### src/rtl/hex_display_driver.sv
// Converts an unsigned value to DIGITS active-low 7-segment codes, in hex or
// in decimal via a serial double-dabble, with optional leading-zero blanking.
module hex_display_driver #(
  parameter int WIDTH    = 64,
  parameter int DIGITS   = 4,
  parameter int BLANK_LZ = 1
) (
  input  logic                  clk,
  input  logic                  rst,
  input  logic                  load,
  input  logic [WIDTH-1:0]      value,
  input  logic                  dec_mode,
  output logic                  busy,
  output logic                  done,
  output logic                  overflow,
  output logic [7*DIGITS-1:0]   seg
);

  localparam int BCD_W = 4 * DIGITS;
  localparam int CNT_W = $clog2(WIDTH + 1);

  typedef enum logic [1:0] {S_IDLE, S_CONVERT, S_UPDATE} state_t;

  state_t              r_state;
  state_t              w_state_next;
  logic [WIDTH-1:0]    r_shift;
  logic [BCD_W-1:0]    r_bcd;
  logic [CNT_W-1:0]    r_cnt;
  logic                r_bcd_ovf;
  logic                r_dec;
  logic                r_done;
  logic                r_ovf;
  logic [7*DIGITS-1:0] r_seg;

  logic [BCD_W-1:0]    w_bcd_adj;
  logic [BCD_W-1:0]    w_hex_digits;
  logic                w_hex_ovf;
  logic [BCD_W-1:0]    w_digits;
  logic                w_ovf;
  logic [DIGITS-1:0]   w_nz;
  logic [7*DIGITS-1:0] w_seg;

  function automatic logic [6:0] f_enc(input logic [3:0] d);
    f_enc = 7'h7F;
    case (d)
      4'h0: f_enc = 7'h40;
      4'h1: f_enc = 7'h79;
      4'h2: f_enc = 7'h24;
      4'h3: f_enc = 7'h30;
      4'h4: f_enc = 7'h19;
      4'h5: f_enc = 7'h12;
      4'h6: f_enc = 7'h02;
      4'h7: f_enc = 7'h78;
      4'h8: f_enc = 7'h00;
      4'h9: f_enc = 7'h10;
      4'hA: f_enc = 7'h08;
      4'hB: f_enc = 7'h03;
      4'hC: f_enc = 7'h46;
      4'hD: f_enc = 7'h21;
      4'hE: f_enc = 7'h06;
      4'hF: f_enc = 7'h0E;
    endcase
  endfunction

  always_ff @(posedge clk or negedge rst) begin
    if (!rst) r_state <= S_IDLE;
    else      r_state <= w_state_next;
  end

  always_comb begin
    w_state_next = r_state;
    case (r_state)
      S_IDLE:    if (load) w_state_next = dec_mode ? S_CONVERT : S_UPDATE;
      S_CONVERT: if (r_cnt == CNT_W'(WIDTH - 1)) w_state_next = S_UPDATE;
      S_UPDATE:  w_state_next = S_IDLE;
      default:   w_state_next = S_IDLE;
    endcase
  end

  // Add-3 correction on every BCD digit before the next shift.
  genvar gi;
  generate
    for (gi = 0; gi < DIGITS; gi++) begin : g_adj
      assign w_bcd_adj[4*gi +: 4] = (r_bcd[4*gi +: 4] >= 4'd5) ?
                                    r_bcd[4*gi +: 4] + 4'd3 : r_bcd[4*gi +: 4];
    end

    if (WIDTH > BCD_W) begin : g_hex_wide
      assign w_hex_digits = r_shift[BCD_W-1:0];
      assign w_hex_ovf    = |r_shift[WIDTH-1:BCD_W];
    end else if (WIDTH == BCD_W) begin : g_hex_exact
      assign w_hex_digits = r_shift;
      assign w_hex_ovf    = 1'b0;
    end else begin : g_hex_narrow
      assign w_hex_digits = {{(BCD_W - WIDTH){1'b0}}, r_shift};
      assign w_hex_ovf    = 1'b0;
    end
  endgenerate

  assign w_digits = r_dec ? r_bcd     : w_hex_digits;
  assign w_ovf    = r_dec ? r_bcd_ovf : w_hex_ovf;

  // w_nz[i]: some digit at position i or higher is nonzero.
  generate
    for (gi = 0; gi < DIGITS; gi++) begin : g_seg
      assign w_nz[gi] = |w_digits[BCD_W-1:4*gi];
      if (gi == 0 || BLANK_LZ == 0) begin : g_plain
        assign w_seg[7*gi +: 7] = w_ovf ? 7'h3F : f_enc(w_digits[4*gi +: 4]);
      end else begin : g_blank
        assign w_seg[7*gi +: 7] = w_ovf ? 7'h3F :
                                  (!w_nz[gi] ? 7'h7F : f_enc(w_digits[4*gi +: 4]));
      end
    end
  endgenerate

  always_ff @(posedge clk or negedge rst) begin
    if (!rst) begin
      r_shift   <= '0;
      r_bcd     <= '0;
      r_cnt     <= '0;
      r_bcd_ovf <= 1'b0;
      r_dec     <= 1'b0;
      r_done    <= 1'b0;
      r_ovf     <= 1'b0;
      r_seg     <= {DIGITS{7'h7F}};
    end else begin
      r_done <= 1'b0;
      case (r_state)
        S_IDLE: if (load) begin
          r_shift   <= value;
          r_dec     <= dec_mode;
          r_bcd     <= '0;
          r_cnt     <= '0;
          r_bcd_ovf <= 1'b0;
        end
        S_CONVERT: begin
          r_bcd     <= {w_bcd_adj[BCD_W-2:0], r_shift[WIDTH-1]};
          r_shift   <= r_shift << 1;
          r_bcd_ovf <= r_bcd_ovf | w_bcd_adj[BCD_W-1];
          r_cnt     <= r_cnt + 1'b1;
        end
        S_UPDATE: begin
          r_seg  <= w_seg;
          r_ovf  <= w_ovf;
          r_done <= 1'b1;
        end
        default: ;
      endcase
    end
  end

  assign busy     = (r_state != S_IDLE);
  assign done     = r_done;
  assign overflow = r_ovf;
  assign seg      = r_seg;

endmodule

### config.mk
export PLATFORM = sky130hd
export DESIGN_NAME = hex_display_driver
export DESIGN_NICKNAME = d
export VERILOG_FILES = /design/src/rtl/hex_display_driver.sv
export SDC_FILE = /design/constraint.sdc
export NUM_CORES = 1
export LEC_CHECK = 0
export ABC_AREA = 1
export CAP_MARGIN = 10
export CORE_MARGIN = 1.5
export CORE_UTILIZATION = 50
export CTS_CLUSTER_SIZE = 25
export DETAILED_ROUTE_END_ITERATION = 8
export PLACE_DENSITY_LB_ADDON = 0.12
export SLEW_MARGIN = 0
export SYNTH_ARGS = -nofsm -noshare
export SYNTH_HDL_FRONTEND = slang
export SYNTH_SLANG_ARGS = --single-unit
### constraint.sdc
create_clock -name clk -period 1.7 [get_ports clk]
set_input_delay 0.34 -clock clk [delete_from_list [all_inputs] [get_ports clk]]
set_output_delay 0.34 -clock clk [all_outputs]
set_load 0.05 [all_outputs]
==> summary.txt, run 1 <==
Outcome -> complete, but fails checks
Violations in the final reports -> negative setup slack
Number of sinks on the clock net -> 121
Total buffers and inverters traversed by the critical path -> 3
DPL Wire Length -> 12.4 mm
Unrepaired setup endpoints after global routing -> yes
Clock slew at reported path FFs -> 0.06 ns
Commonest cells after routing, fill and taps aside -> 256 x sky130_fd_sc_hd__nand2_1, 92 x sky130_fd_sc_hd__dfrtp_1, 86 x sky130_fd_sc_hd__nor2_1, 66 x sky130_fd_sc_hd__clkdlybuf4s50_1, 60 x sky130_fd_sc_hd__buf_4
Crit path largest cell delay -> 0.50 ns
Via density per instance -> 5.37
Multi-input combinational cell area -> 3840 sq um
DIE HEIGHT -> 121 microns
Synthesized netlist net count -> 999
Most common cell after layout, fill and taps aside -> sky130_fd_sc_hd__nand2_1
Sequential-to-total area share from yosys stat -> 43.9%
Final GP Congestion -> 0.885
Number of antenna violations at the first check in global routing -> 0
Prevailing post-synth register cell -> sky130_fd_sc_hd__dfrtp_1
Post-layout min period -> 1.86 ns
Aggregate global routing overflow -> 0
Total number of nets in the final design -> 1,157
Crit Path Category -> register to register
Placement-stage worst setup slack -> -0.0989 ns
Antenna cell count -> 0
Area delta synth->final -> 44.0%
Cells after Synth -> 895
Delay-heaviest family, CP -> simple AND/OR/NAND/NOR gates
Largest net degree at the start of global routing -> 54
Smallest hold slack -> 0.423 ns
DRC errors left -> 0
Crit share post-route -> 109%
Via count of the first global-routing pass -> 6,313
Final wirelength -> 18.7 mm
Met3 demand-to-capacity share in global routing -> 6.25%
TritonCTS buffer count -> 17
Final setup slack of the worst path -> -0.160 ns
Library cell contributing the largest single delay on the critical path -> sky130_fd_sc_hd__dfrtp_2
Layout fillers -> 975
Overall routing resource usage -> 25.2%
Count of max-cap constraint violations -> 0
IO Port Bufs -> 98
Power per standard cell area -> 2310 nW/um^2
Chip width -> 121 microns
Clock insertion delay at the later pin of the skew report -> 0.42 ns
Initial core utilization -> 51.9%
Type of origin of the critical path -> register
Share of final-layout standard cells stronger than drive strength 1 -> 25.9%
Final Setup Violations -> 30
List of cells traversed by the critical path -> buf_12 -> buf_16 -> nand2_2 -> nand2_4 -> ha_4 -> nor2_1 -> nor2_1 -> nand2_1 -> nand2_1 -> inv_1 -> nand2_1 -> nand2_1 -> nand2_1
Worst path arrival time -> 2.23 ns
DRT iter0 DRCs -> 495
Global-route met1 utilization -> 32.8%
Max Freq -> 538 MHz
Overall Power -> 23.2 mW
Residual antenna-violating net count after detailed routing -> 0
Row cnt -> 42
Setup tns final -> -3.05 ns
Maximum root-to-sink buffer count -> 2
Pre-Repair DR Iteration Count -> 5
H-tree levels -> 4
Via count of the routed design -> 6,672
Wire length of the first global-routing pass -> 29.3 mm
Largest driver fanout on the critical path -> 6
Max Clock Skew -> 0.00887 ns
Average cell area after synthesis -> 7.80 sq um
Number of ports placed on the die boundary -> 99
Top cell by count, worst path -> sky130_fd_sc_hd__nand2_1
Max-slew headroom -> 69.3%
Maximum resistive drop on vdd -> 1000 uV
Number of flops mapped to enable cells by yosys -> 0
Sequential cell area -> 3060 sq um
Async set or reset register ratio after synthesis -> 100%
Hold/Removal Path Class -> input pin to async pin
Critical Path End Type -> register
Floorplan core area -> 13,500 sq um
Buffer cell driving the clock tree root -> sky130_fd_sc_hd__clkbuf_16
Lkg Pwr -> 4.77 nW
Netlist Area Pre-Place -> 6980 sq um
Global routing usage on met2 -> 40.7%
Average wire per cell in the routed design -> 15.0 microns
Count of different cell masters after synthesis -> 39
Worst-Margin Slew -> 0.461 ns
Synth warnings -> 0
TritonCTS clock tree -> yes
Critical Path RT -> 2.07 ns
Number of endpoints with negative hold slack in the final report -> 0
Flop and latch count out of synthesis -> 121
Total die area -> 14,700 sq um
Grt peak-use layer -> met2
Final max-slew violation count -> 0
==> synth_stat cells, types with 2 or more instances <==
cell / count / area share [%]
sky130_fd_sc_hd__nand2_1: 276 / 15
sky130_fd_sc_hd__dfrtp_1: 93 / 33
sky130_fd_sc_hd__nor2_1: 93 / 5.0
sky130_fd_sc_hd__inv_1: 66 / 3.5
sky130_fd_sc_hd__a21oi_1: 51 / 3.7
sky130_fd_sc_hd__a22oi_1: 51 / 5.5
sky130_fd_sc_hd__nand3_1: 48 / 3.4
sky130_fd_sc_hd__o21ai_0: 43 / 3.1
sky130_fd_sc_hd__ha_1: 36 / 6.5
sky130_fd_sc_hd__dfstp_2: 28 / 11
sky130_fd_sc_hd__buf_2: 16 / 1.1
sky130_fd_sc_hd__clkbuf_1: 15 / 0.81
sky130_fd_sc_hd__o22ai_1: 13 / 1.2
sky130_fd_sc_hd__nand2_2: 10 / 0.90
sky130_fd_sc_hd__o21ai_2: 7 / 0.88
sky130_fd_sc_hd__o32ai_1: 7 / 0.88
sky130_fd_sc_hd__nor3_1: 5 / 0.36
sky130_fd_sc_hd__inv_2: 4 / 0.21
sky130_fd_sc_hd__buf_4: 3 / 0.32
sky130_fd_sc_hd__buf_6: 3 / 0.48
sky130_fd_sc_hd__or2_2: 3 / 0.27
sky130_fd_sc_hd__xor2_1: 3 / 0.38
sky130_fd_sc_hd__nand2_4: 2 / 0.32
sky130_fd_sc_hd__nand3b_1: 2 / 0.21
sky130_fd_sc_hd__nand4_1: 2 / 0.18
sky130_fd_sc_hd__nor2_4: 2 / 0.32
==> cell type report <==
class	instances	area share [%]
clock buffers	19	4.41
inverters	71	2.76
multi-input cells	665	38.2
flip-flops and latches	121	30.5
well taps	176	2.19
repair buffers	177	20.7
clock inverters	13	1.21
==> timing repair <==
action	in CTS	in global routing
setup endpoints to repair	22	30
hold buffers	1	0
resized for setup	19	83
setup buffers	0	11
endpoints found under the hold margin	9	0
pin swaps	2	37
gates cloned	1	4
==> through the flow <==
stage,std cells,util [%],instance area (sq um)
5_1_grt,1242,74.7,10100
2_1_floorplan,895,-,7020
3_3_place_gp,1193,65.7,8840
6_report,1242,74.7,10100
4_1_cts,1227,70.8,9520
3_5_place_dp,1193,65.7,8840
==> per-layer routing <==
layer / share of wire [%] / vias up
met3: 4.9 / 34
met5: 0 / -
met1: 44 / 3179
met2: 49 / 181
li1: - / 3278
met4: 2.1 / 0
==> power breakdown <==
| group | total, mW | internal, mW | switching, mW | leakage (nW) |
|---|---|---|---|---|
| clock network | 3.42 | 2.05 | 1.36 | 0.274 |
| logic | 14.1 | 6.11 | 7.98 | 3.05 |
| registers | 5.71 | 4.47 | 1.25 | 1.44 |
==> final timing paths <==
| kind | start | to | slack, ns | depth (start not counted) |
|---|---|---|---|---|
| worst max-delay path | r_dec | seg[8] | -0.16 | 13 |
| worst min-delay path | rst | r_bcd[7] | 0.42 | 2 |
| worst max register to register | r_dec | seg[8] | -0.16 | 13 |
| worst min register to register | seg[10] | seg[10] | 0.49 | 2 |
| max in group asynchronous | rst | seg[12] | 0.67 | 3 |
| min in group clk | seg[10] | seg[10] | 0.49 | 2 |
==> state kept, by name, indices dropped and copies added, names as in the netlist <==
signal     flops
r_state        2
r_shift       64
r_dec          1
r_cnt          7
r_bcd_ovf      1
seg           28
r_bcd         16
overflow       1
done           1
==> logic make-up (layout without fill, tap and decap cells) <==
logic type      Yosys count  in the layout  synth area share, %
compound gates          180            180                 16.1
xor+xnor                  3              3                0.376
fa+ha+maj                36             36                 6.45
buf+inv                 109            280                 6.86
flops                   121            121                 43.9
simple gates            446            446                 26.3
(Power assumes the default switching activity.)
==> run 2: changes to the inputs <==
--- a/config.mk
+++ b/config.mk
@@ -7,8 +7,10 @@
 export LEC_CHECK = 0
 export ABC_AREA = 1
 export CAP_MARGIN = 10
+export CELL_PAD_IN_SITES_DETAIL_PLACEMENT = 0
+export CELL_PAD_IN_SITES_GLOBAL_PLACEMENT = 1
 export CORE_MARGIN = 1.5
-export CORE_UTILIZATION = 50
+export CORE_UTILIZATION = 37
 export CTS_CLUSTER_SIZE = 25
 export DETAILED_ROUTE_END_ITERATION = 8
 export PLACE_DENSITY_LB_ADDON = 0.12
==> summary.txt, run 2 (synthesis results as in run 1) <==
Count of max-cap constraint violations -> 0 (unchanged)
Maximum resistive drop on vdd -> 1080 uV (was 1000 uV)
Number of antenna violations at the first check in global routing -> 0 (unchanged)
Chip width -> 140 microns (was 121 microns)
TritonCTS clock tree -> yes (unchanged)
Type of origin of the critical path -> register (unchanged)
Antenna cell count -> 0 (unchanged)
DRT iter0 DRCs -> 282 (was 495)
Aggregate global routing overflow -> 0 (unchanged)
Path depth of the worst reg2reg path -> 10 (was 13)
Violations in the final reports -> negative setup slack (unchanged)
IO Port Bufs -> 98 (unchanged)
Final Setup Violations -> 7 (was 30)
Hold/Removal Path Class -> input pin to async pin (unchanged)
Final GP Congestion -> 0.826 (was 0.885)
Via count of the routed design -> 6,418 (was 6,672)
Buffer cell driving the clock tree root -> sky130_fd_sc_hd__clkbuf_16 (unchanged)
Max Clock Skew -> 0.00969 ns (was 0.00887 ns)
Number of sinks on the clock net -> 121 (unchanged)
Critical path launch point -> r_dec (unchanged)
Power per standard cell area -> 2300 nW/um^2 (was 2310 nW/um^2)
Final non-filler cell area -> 9990 sq um (was 10,100 sq um)
Via count of the first global-routing pass -> 6,244 (was 6,313)
Worst path arrival time -> 2.08 ns (was 2.23 ns)
Wire length of the first global-routing pass -> 31.4 mm (was 29.3 mm)
Number of endpoints with negative hold slack in the final report -> 0 (unchanged)
Utilization of the core after routing -> 53.8% (was 74.7%)
Total number of nets in the final design -> 1,156 (was 1,157)
DIE HEIGHT -> 140 microns (was 121 microns)
Setup tns final -> -0.0870 ns (was -3.05 ns)
Worst reg2reg path startpoint -> r_dec (unchanged)
Crit share post-route -> 102% (was 109%)
Overall Power -> 22.9 mW (was 23.2 mW)
Crit Path Category -> register to register (unchanged)
Largest net degree at the start of global routing -> 41 (was 54)
TritonCTS buffer count -> 17 (unchanged)
Clock insertion delay at the later pin of the skew report -> 0.42 ns (about the same)
Unrepaired setup endpoints after global routing -> yes (unchanged)
Final max-slew violation count -> 0 (unchanged)
Clock slew at reported path FFs -> 0.06 ns (about the same)
Critical Path RT -> 2.04 ns (was 2.07 ns)
Most common cell after layout, fill and taps aside -> sky130_fd_sc_hd__nand2_1 (unchanged)
H-tree levels -> 4 (unchanged)
DPL Wire Length -> 13.6 mm (was 12.4 mm)
Average wire per cell in the routed design -> 14.5 microns (was 15.0 microns)
Reg2reg setup slack -> -0.04 ns (was -0.16 ns)
Via density per instance -> 4.94 (was 5.37)
Max Freq -> 574 MHz (was 538 MHz)
Residual antenna-violating net count after detailed routing -> 0 (unchanged)
Row cnt -> 50 (was 42)
Largest driver fanout on the critical path -> 15 (was 6)
Overall routing resource usage -> 19.9% (was 25.2%)
Pre-Repair DR Iteration Count -> 5 (unchanged)
Outcome -> complete, but fails checks (unchanged)
Endpoint of the worst-slack reg-to-reg timing path -> seg[22] (was seg[8])
Floorplan core area -> 18,600 sq um (was 13,500 sq um)
Area delta synth->final -> 43.1% (was 44.0%)
Critical Path End Type -> register (unchanged)
Maximum root-to-sink buffer count -> 2 (unchanged)
Instance area after placement -> 8960 sq um (was 8840 sq um)
Largest register FFs -> 64 (unchanged)
Final setup slack of the worst path -> -0.0421 ns (was -0.160 ns)
Worst-Margin Slew -> 0.439 ns (was 0.461 ns)
Total die area -> 19,700 sq um (was 14,700 sq um)
Max-slew headroom -> 70.7% (was 69.3%)
Register with the most flip-flops -> r_shift (unchanged)
DRC errors left -> 0 (unchanged)
Share of final-layout standard cells stronger than drive strength 1 -> 24.7% (was 25.9%)
Post-layout min period -> 1.74 ns (was 1.86 ns)
Final wirelength -> 18.9 mm (was 18.7 mm)
Commonest cells after routing, fill and taps aside -> 256 x sky130_fd_sc_hd__nand2_1, 92 x sky130_fd_sc_hd__dfrtp_1, 88 x sky130_fd_sc_hd__nor2_1, 66 x sky130_fd_sc_hd__clkdlybuf4s50_1, 65 x sky130_fd_sc_hd__buf_4 (was 256 x sky130_fd_sc_hd__nand2_1, 92 x sky130_fd_sc_hd__dfrtp_1, 86 x sky130_fd_sc_hd__nor2_1, 66 x sky130_fd_sc_hd__clkdlybuf4s50_1, 60 x sky130_fd_sc_hd__buf_4)
Number of ports placed on the die boundary -> 99 (unchanged)
Initial core utilization -> 37.6% (was 51.9%)
Lkg Pwr -> 4.70 nW (was 4.77 nW)
-- run 2: what timing repair did --
action | CTS | global route
pin swaps | 4 | 6
setup buffers | 4 | 2
cloned | 0 | 1
endpoints found under the setup margin | 24 | 31
hold buffers | 1 | 0
resized for setup | 40 | 45
endpoints found under the hold margin | 1 | 0
-- run 2: worst max-delay path: stages, from the launching register on --
cell and delay [ns]:
sky130_fd_sc_hd__dfrtp_2 0.45, sky130_fd_sc_hd__buf_12 0.17, sky130_fd_sc_hd__o21a_4 0.23, sky130_fd_sc_hd__buf_6 0.13, sky130_fd_sc_hd__ha_4 0.25, sky130_fd_sc_hd__nand2_2 0.06
sky130_fd_sc_hd__nor2_1 0.10, sky130_fd_sc_hd__nor2_1 0.05, sky130_fd_sc_hd__nand2_1 0.06, sky130_fd_sc_hd__nor2_1 0.04, sky130_fd_sc_hd__a21oi_1 0.12
-- run 2: layer usage --
metal  vias to the layer above  share of wire, %  GRT usage, %
met5                         -                 0             0
met4                         0               1.7          5.98
met3                        14               3.9          5.13
met2                       117                48          32.5
met1                      3026                46          25.9
li1                       3261                 -             -
-- run 2: worst max path at each step --
stage	end	slack [ns]
floorplan	seg[0]	-0.03
global placement	seg[19]	-0.19
detailed placement	seg[19]	-0.18
CTS	seg[22]	-0.03
global route	seg[10]	-0.15
finish	seg[22]	-0.04
-- run 2: cell type report --
cell class,instances,area (sq um)
clock buffer,18,429
clock inverter,14,195
fill,1770,8590
inverter,71,280
multi-input combinational,665,3740
sequential,121,3060
tap,234,293
timing repair buffer,176,1990
-- run 2: metrics by stage --
step	worst slack [ns]	cells	hold WS [ns]
after floorplan	-0.0313	895	0.0444
after global placement	-0.193	1259	0.242
after detailed placement	-0.184	1259	0.246
after CTS	-0.0307	1296	0.345
after global routing	-0.153	1299	0.353
final	-0.0421	1299	0.352
-- run 2: where the power goes --
part / internal (mW) / switching (mW)
Sequential: 4.47 / 1.21
Clock: 2.46 / 1.39
Combinational: 5.80 / 7.62
Total: 12.7 / 10.2
==> run 3: changes to the inputs <==
--- a/config.mk
+++ b/config.mk
@@ -14,7 +14,7 @@
 export CTS_CLUSTER_SIZE = 25
 export DETAILED_ROUTE_END_ITERATION = 8
 export PLACE_DENSITY_LB_ADDON = 0.12
-export SLEW_MARGIN = 0
+export SLEW_MARGIN = 20
 export SYNTH_ARGS = -nofsm -noshare
 export SYNTH_HDL_FRONTEND = slang
 export SYNTH_SLANG_ARGS = --single-unit
==> results of run 3 <==
The final DEF is identical to that of run 2; final timing and power are the same.
